<file path="src/rtl/heat_pkg.sv">
// Shared encodings for the heat-solver pin protocol: host ops, pin modes,
// solver configuration register indices and host FSM states.
package heat_pkg;

  localparam int CELLS = 64;

  typedef enum logic [1:0] {
    OP_LOAD   = 2'd0,
    OP_CONFIG = 2'd1,
    OP_RUN    = 2'd2,
    OP_DUMP   = 2'd3
  } op_t;

  localparam logic [1:0] MODE_RUN = 2'b00;
  localparam logic [1:0] MODE_WR  = 2'b01;
  localparam logic [1:0] MODE_RD  = 2'b10;
  localparam logic [1:0] MODE_CFG = 2'b11;

  localparam logic [2:0] CFG_ALPHA   = 3'd0;
  localparam logic [2:0] CFG_BTEMP   = 3'd1;
  localparam logic [2:0] CFG_BTYPE   = 3'd2;
  localparam logic [2:0] CFG_HSADDR  = 3'd3;
  localparam logic [2:0] CFG_HSTEMP  = 3'd4;
  localparam logic [2:0] CFG_HSEN    = 3'd5;
  localparam logic [2:0] CFG_CLRCNT  = 3'd6;
  localparam logic [2:0] CFG_PATTERN = 3'd7;

  typedef enum logic [2:0] {
    S_IDLE,
    S_LOAD,
    S_CFG,
    S_RUN,
    S_ADDR,
    S_WAIT,
    S_SAMPLE
  } state_t;

endpackage

</file>
<file path="src/rtl/heat_grid_host.sv">
// Host-side initiator: turns LOAD/CONFIG/RUN/DUMP commands into registered
// per-cycle solver pin sequences, with valid/ready nibble streams for grid data.
module heat_grid_host
  import heat_pkg::*;
#(
  parameter int CELLS  = heat_pkg::CELLS,
  parameter int ADDR_W = 6,
  parameter int ITER_W = 16,
  parameter int RD_LAT = 1
) (
  input  logic              clk,
  input  logic              rst,
  input  logic              cmd_valid,
  output logic              cmd_ready,
  input  logic [1:0]        cmd_op,
  input  logic [ITER_W-1:0] cmd_arg,
  input  logic              in_valid,
  output logic              in_ready,
  input  logic [3:0]        in_data,
  output logic              out_valid,
  input  logic              out_ready,
  output logic [3:0]        out_data,
  output logic              out_last,
  output logic              busy,
  output logic              done,
  output logic [1:0]        pin_mode,
  output logic [ADDR_W-1:0] pin_addr,
  output logic [7:0]        pin_wr,
  input  logic [3:0]        pin_rd
);

  localparam int CNT_W = ITER_W + ADDR_W;

  state_t            state, state_next;
  logic [ADDR_W-1:0] idx, idx_next;
  logic [CNT_W-1:0]  cnt, cnt_next;
  logic [7:0]        wcnt, wcnt_next;
  logic [1:0]        mode_next;
  logic [ADDR_W-1:0] addr_next;
  logic [7:0]        wr_next;
  logic [3:0]        data_next;
  logic              done_next;
  logic              last_idx;

  // Streams use plain valid/ready: a beat transfers on a rising edge where both
  // are high; the producer holds data stable while valid is high and ready low.
  assign last_idx  = (idx == ADDR_W'(CELLS - 1));
  assign cmd_ready = (state == S_IDLE);
  assign busy      = (state != S_IDLE);
  assign in_ready  = (state == S_LOAD);
  assign out_valid = (state == S_SAMPLE);
  assign out_last  = out_valid && last_idx;

  always_comb begin
    state_next = state;
    idx_next   = idx;
    cnt_next   = cnt;
    wcnt_next  = wcnt;
    mode_next  = MODE_RD;
    addr_next  = '0;
    wr_next    = '0;
    data_next  = out_data;
    done_next  = 1'b0;
    case (state)
      S_IDLE: begin
        if (cmd_valid) begin
          idx_next = '0;
          // CONFIG and RUN drive their first pin cycle straight off the accept edge.
          case (op_t'(cmd_op))
            OP_LOAD: state_next = S_LOAD;
            OP_CONFIG: begin
              state_next = S_CFG;
              mode_next  = MODE_CFG;
              addr_next  = ADDR_W'(cmd_arg[10:8]);
              wr_next    = {2'b00, cmd_arg[5:0]};
            end
            OP_RUN: begin
              state_next = S_RUN;
              if (cmd_arg == '0) begin
                cnt_next = '0;
              end else begin
                cnt_next  = CNT_W'(cmd_arg) * CNT_W'(CELLS) - CNT_W'(1);
                mode_next = MODE_RUN;
              end
            end
            OP_DUMP: state_next = S_ADDR;
            default: state_next = S_IDLE;
          endcase
        end
      end
      S_LOAD: begin
        if (in_valid) begin
          mode_next = MODE_WR;
          addr_next = idx;
          wr_next   = {4'b0000, in_data};
          idx_next  = idx + 1'b1;
          if (last_idx) begin
            state_next = S_IDLE;
            done_next  = 1'b1;
          end
        end
      end
      S_CFG: begin
        state_next = S_IDLE;
        done_next  = 1'b1;
      end
      S_RUN: begin
        if (cnt == '0) begin
          state_next = S_IDLE;
          done_next  = 1'b1;
        end else begin
          cnt_next  = cnt - CNT_W'(1);
          mode_next = MODE_RUN;
        end
      end
      S_ADDR: begin
        addr_next = idx;
        if (RD_LAT == 0) begin
          data_next  = pin_rd;
          state_next = S_SAMPLE;
        end else begin
          wcnt_next  = 8'(RD_LAT - 1);
          state_next = S_WAIT;
        end
      end
      S_WAIT: begin
        addr_next = idx;
        if (wcnt == '0) begin
          data_next  = pin_rd;
          state_next = S_SAMPLE;
        end else begin
          wcnt_next = wcnt - 8'd1;
        end
      end
      S_SAMPLE: begin
        addr_next = idx;
        if (out_ready) begin
          if (last_idx) begin
            state_next = S_IDLE;
            done_next  = 1'b1;
            addr_next  = '0;
          end else begin
            idx_next   = idx + 1'b1;
            addr_next  = idx + 1'b1;
            state_next = S_ADDR;
          end
        end
      end
      default: state_next = S_IDLE;
    endcase
  end

  always_ff @(posedge clk or posedge rst) begin
    if (rst) begin
      state    <= S_IDLE;
      idx      <= '0;
      cnt      <= '0;
      wcnt     <= '0;
      pin_mode <= MODE_RD;
      pin_addr <= '0;
      pin_wr   <= '0;
      out_data <= '0;
      done     <= 1'b0;
    end else begin
      state    <= state_next;
      idx      <= idx_next;
      cnt      <= cnt_next;
      wcnt     <= wcnt_next;
      pin_mode <= mode_next;
      pin_addr <= addr_next;
      pin_wr   <= wr_next;
      out_data <= data_next;
      done     <= done_next;
    end
  end

endmodule

</file>
<file path="config.mk">
export PLATFORM = sky130hd
export DESIGN_NAME = heat_grid_host
export DESIGN_NICKNAME = d
export VERILOG_FILES = /design/src/rtl/heat_pkg.sv /design/src/rtl/heat_grid_host.sv
export SDC_FILE = /design/constraint.sdc
export NUM_CORES = 1
export LEC_CHECK = 0
export CORE_ASPECT_RATIO = 1.5
export CORE_MARGIN = 1
export CORE_UTILIZATION = 41
export CTS_CLUSTER_SIZE = 24
export DETAILED_ROUTE_END_ITERATION = 12
export PLACE_DENSITY = 0.73
export SLEW_MARGIN = 20
export SYNTH_ARGS = -nofsm -noshare
export SYNTH_HDL_FRONTEND = slang
export SYNTH_SLANG_ARGS = --single-unit
</file>
<file path="constraint.sdc">
create_clock -name clk -period 4.25 [get_ports clk]
set_clock_uncertainty 0.05 [all_clocks]
set_input_delay 0.425 -clock clk [delete_from_list [all_inputs] [get_ports clk]]
set_output_delay 0.425 -clock clk [all_outputs]
set_load 0.005 [all_outputs]
</file>
==> metrics.log <==
INFO  metric cts-root-to-sink-buffers = 2
INFO  metric clock_insertion_delay_at_the_later_pin_of_the_skew_report = 330 ps
INFO  metric report.final.slew_viol_count = 0
INFO  metric mostFrequentLayoutCell = sky130_fd_sc_hd__dfrtp_1
INFO  metric timing.critical_path.to_type = register
INFO  metric n_fill_cell = 783
INFO  metric post-layout-total-power = 2.51 mW
INFO  metric port-buffer-count = 54
INFO  metric postLayoutSetupSlackWorst = 1260 ps
INFO  metric drive_above_1_share = 7.45%
INFO  metric power.leakage = 1.89 nW
INFO  metric first_pass_grt_wire_length = 15300 µm
INFO  metric yosys.cell_types.count = 57
INFO  metric post-cts-setup-buffers = 0
INFO  metric initial_core_util = 42.5%
INFO  metric crit_chain = clkdlybuf4s50_1, or4_1, or4_4, o21ai_2, o21ai_0, nor2_1, a21oi_1
INFO  metric timing.critical_path.depth = 7
INFO  metric clock_tree_from_tritoncts = yes
INFO  metric r2r_slack = 1290 ps
INFO  metric share_of_synthesized_flip_flops_with_an_asynchronous_set_or_reset = 100%
INFO  metric worst_hold_slack_across_all_endpoints = 453 ps
INFO  metric first_pass_iters = 5
INFO  metric cap_violations = 0
INFO  metric fin_crit = 2990 ps
INFO  metric worst_path_dominant_cell_family = simple AND/OR/NAND/NOR gates
INFO  metric globalplace.congestion = 0.912
INFO  metric drt.antenna.violating_nets = 0
INFO  metric cts_made_buffers = 9
INFO  metric tritoncts_num_sinks = 58
INFO  metric overflow = 0
INFO  metric top_level_ports = 57
INFO  metric synth_edf_count = 0
INFO  metric worst_r2r_startpoint = cnt[0]$_DFFE_PP0P_
INFO  metric wl = 9130 µm
INFO  metric crit_slowest_cell = sky130_fd_sc_hd__o21ai_2
INFO  metric ff2ff_path_depth = 8
INFO  metric synth_seq_cells = 58
INFO  metric crit_path_max_fanout = 22
INFO  metric grt_max_degree = 39
INFO  metric fp.dieArea = 0.00915 mm²
INFO  metric area_delta_synth_final = 24.4%
INFO  metric clock_tree.htree_level_count = 3
INFO  metric drt_iter0_markers = 167
INFO  metric clockRootBuffer = sky130_fd_sc_hd__clkbuf_16
INFO  metric cts_hold_buffers = 0
INFO  metric netlist_instances = 416
INFO  metric finalSetupViolCount = 0
INFO  metric nets = 506
INFO  metric syn_avg_cell_area = 8.64 µm²
INFO  metric ys_seq_area_share = 40.4%
INFO  metric most_frequent_cells_in_the_layout = 57 x sky130_fd_sc_hd__dfrtp_1, 54 x sky130_fd_sc_hd__clkdlybuf4s50_1, 49 x sky130_fd_sc_hd__nor2_1, 49 x sky130_fd_sc_hd__o21ai_0, 34 x sky130_fd_sc_hd__nand2_1
INFO  metric detail_route.wl_per_cell = 15.8 µm
INFO  metric critPathLaunch = cmd_arg[8]
INFO  metric cts_repair_resize_count = 0
INFO  metric route.detailed.drc = 0
INFO  metric timing.final.hold_violations = 0
INFO  metric ys.flop_type = sky130_fd_sc_hd__dfrtp_1
INFO  metric fin_setup_tns = 0 ps
INFO  metric drt-vias-per-instance = 5.77
INFO  metric fp.coreArea = 0.00846 mm²
INFO  metric cts_clk_pin_slew_worst_paths = 50 ps
INFO  metric timing.critical_path.slowest_cell_delay = 680 ps
INFO  metric worstPathRequired = 4390 ps
INFO  metric die_height = 117 µm
INFO  metric grt_antenna_before_repair = 0
INFO  metric setup_repair_after_global_routing_missed_its_margin = false
INFO  metric dp_hpwl = 6710 µm
INFO  metric global_route.usage.total = 21.6%
INFO  metric layout.area.seq = 0.00145 mm²
INFO  metric status = finished clean
INFO  metric finalCritPeriodShare = 70.4%
INFO  metric grt_pass1_vias = 3332
INFO  metric slew_at_the_pin_with_the_worst_max_slew_slack = 990 ps
INFO  metric route.vias.total = 3328
INFO  metric worst_ep_arrival_time = 3140 ps
INFO  metric worstSetupPathType = input pin to register
INFO  metric min-delay-path-class = register to register
INFO  metric fin_util = 52.8%
INFO  metric num_rows = 41
INFO  metric yosysWarningCount = 0
INFO  metric critical_path.startpoint_type = input pin
INFO  metric mappedNetlistArea = 0.00359 mm²
INFO  metric ir_worst_vdd = 341 µV
INFO  metric die_w = 78.5 µm
INFO  metric multiInputGateArea = 0.00200 mm²
INFO  metric dp_slack = 952 ps
INFO  metric num_antenna_cells = 0
INFO  metric worstReg2RegEnd = cnt[17]$_DFFE_PP0P_
INFO  metric maximum_operating_frequency = 334 MHz
INFO  metric critical_path.n_buffers_inverters = 1
INFO  metric worst_relative_slew_slack = 33.8%
INFO  metric powerDensity = 561 mW/mm²
INFO  metric crit_path_end = cnt[1]$_DFFE_PP0P_
## routing by layer
layer / wire length, µm / vias to the layer above / GRT usage (%)
met5: 0 / - / 0
met4: 252 / 0 / 10.5
met3: 334 / 20 / 3.98
met2: 4800 / 96 / 39.3
met1: 3740 / 1621 / 24.2
li1: - / 1591 / -
## per-stage QoR
stage / cell area [µm²] / cells
after floorplan: 3600 / 417
final: 4470 / 577
after global routing: 4470 / 577
after detailed placement: 4190 / 561
after CTS: 4470 / 577
after global placement: 4190 / 561
## worst min path at each step
stage / slack (ps) / endpoint / cells past startpoint / start
2_1_floorplan: 410 / cnt[6]$_DFFE_PP0P_ / 2 / cnt[6]$_DFFE_PP0P_
3_3_place_gp: 430 / cnt[5]$_DFFE_PP0P_ / 1 / cnt[5]$_DFFE_PP0P_
3_5_place_dp: 440 / cnt[5]$_DFFE_PP0P_ / 1 / cnt[5]$_DFFE_PP0P_
4_1_cts: 450 / cnt[5]$_DFFE_PP0P_ / 1 / cnt[5]$_DFFE_PP0P_
5_1_grt: 480 / out_data[1]$_DFFE_PP0P_ / 1 / out_data[1]$_DFFE_PP0P_
6_report: 450 / out_data[1]$_DFFE_PP0P_ / 1 / out_data[1]$_DFFE_PP0P_
## worst reg2reg max path, delay by kind of cell, from the launching register on
family,cells,cell delay (ps)
buf+inv,1,90
flops,1,410
fa+ha+maj,1,200
compound gates,2,900
simple gates,4,1190
## layout make-up
| type | count | area share (%) |
|---|---|---|
| Clock inverter | 2 | 0.224 |
| Inverter | 15 | 1.26 |
| Clock buffer | 14 | 6.13 |
| Multi-Input combinational cell | 326 | 44.7 |
| Timing Repair Buffer | 55 | 12.3 |
| Tap cell | 107 | 2.99 |
| Sequential cell | 58 | 32.5 |
## flip-flops by register name, summed over array words and instances, names as in the netlist
register,cells
cnt,22
wcnt,8
idx,6
pin_addr,6
pin_wr,6
out_data,4
state,3
pin_mode,2
done,1
## Yosys cell counts (all sizes together), types with 2 or more instances
cell type / instances / area [µm²]
nand2b: 2 / 12.5
a31oi: 2 / 12.5
and3: 8 / 50.1
nor3b: 2 / 15.0
nand3: 18 / 90.1
ha: 10 / 125
o32a: 2 / 20.0
o31ai: 6 / 45.0
a22o: 11 / 96.3
nand3b: 3 / 22.5
dfrtp: 57 / 1430
a21o: 4 / 30.0
nor4: 9 / 71.3
and2: 4 / 25.0
a21oi: 25 / 136
a22oi: 2 / 15.0
nor3: 12 / 65.1
mux2: 5 / 56.3
nand2: 34 / 128
o221ai: 2 / 17.5
xor2: 8 / 70.1
or3b: 2 / 20.0
buf: 10 / 62.6
or2: 4 / 25.0
nor2: 49 / 184
mux2i: 2 / 20.0
o21ai: 50 / 254
or4: 5 / 41.3
xnor2: 11 / 96.3
nor2b: 6 / 37.5
nand4: 5 / 46.3
inv: 15 / 56.3
o211ai: 3 / 22.5
or3: 8 / 50.1
clkbuf: 8 / 30.0
## logic make-up after synthesis
kind of cell / Yosys count / share of synthesized area [%]
XOR/XNOR: 19 / 4.63
AND/OR/NAND/NOR: 174 / 25.3
adder cells (fa/ha/maj): 10 / 3.48
flip-flops: 58 / 40.4
buffers and inverters: 33 / 4.14
other: 1 / 0.104
AO/OA/AOI/OAI: 114 / 19.8
multiplexers: 7 / 2.12
## power by group
group	internal [mW]	total, mW	leakage (nW)	switching, mW
Combinational	0.413	0.895	1.01	0.481
Sequential	0.742	0.926	0.746	0.185
Clock	0.440	0.688	0.143	0.248
Note: power is estimated with default switching activity, not from simulation.
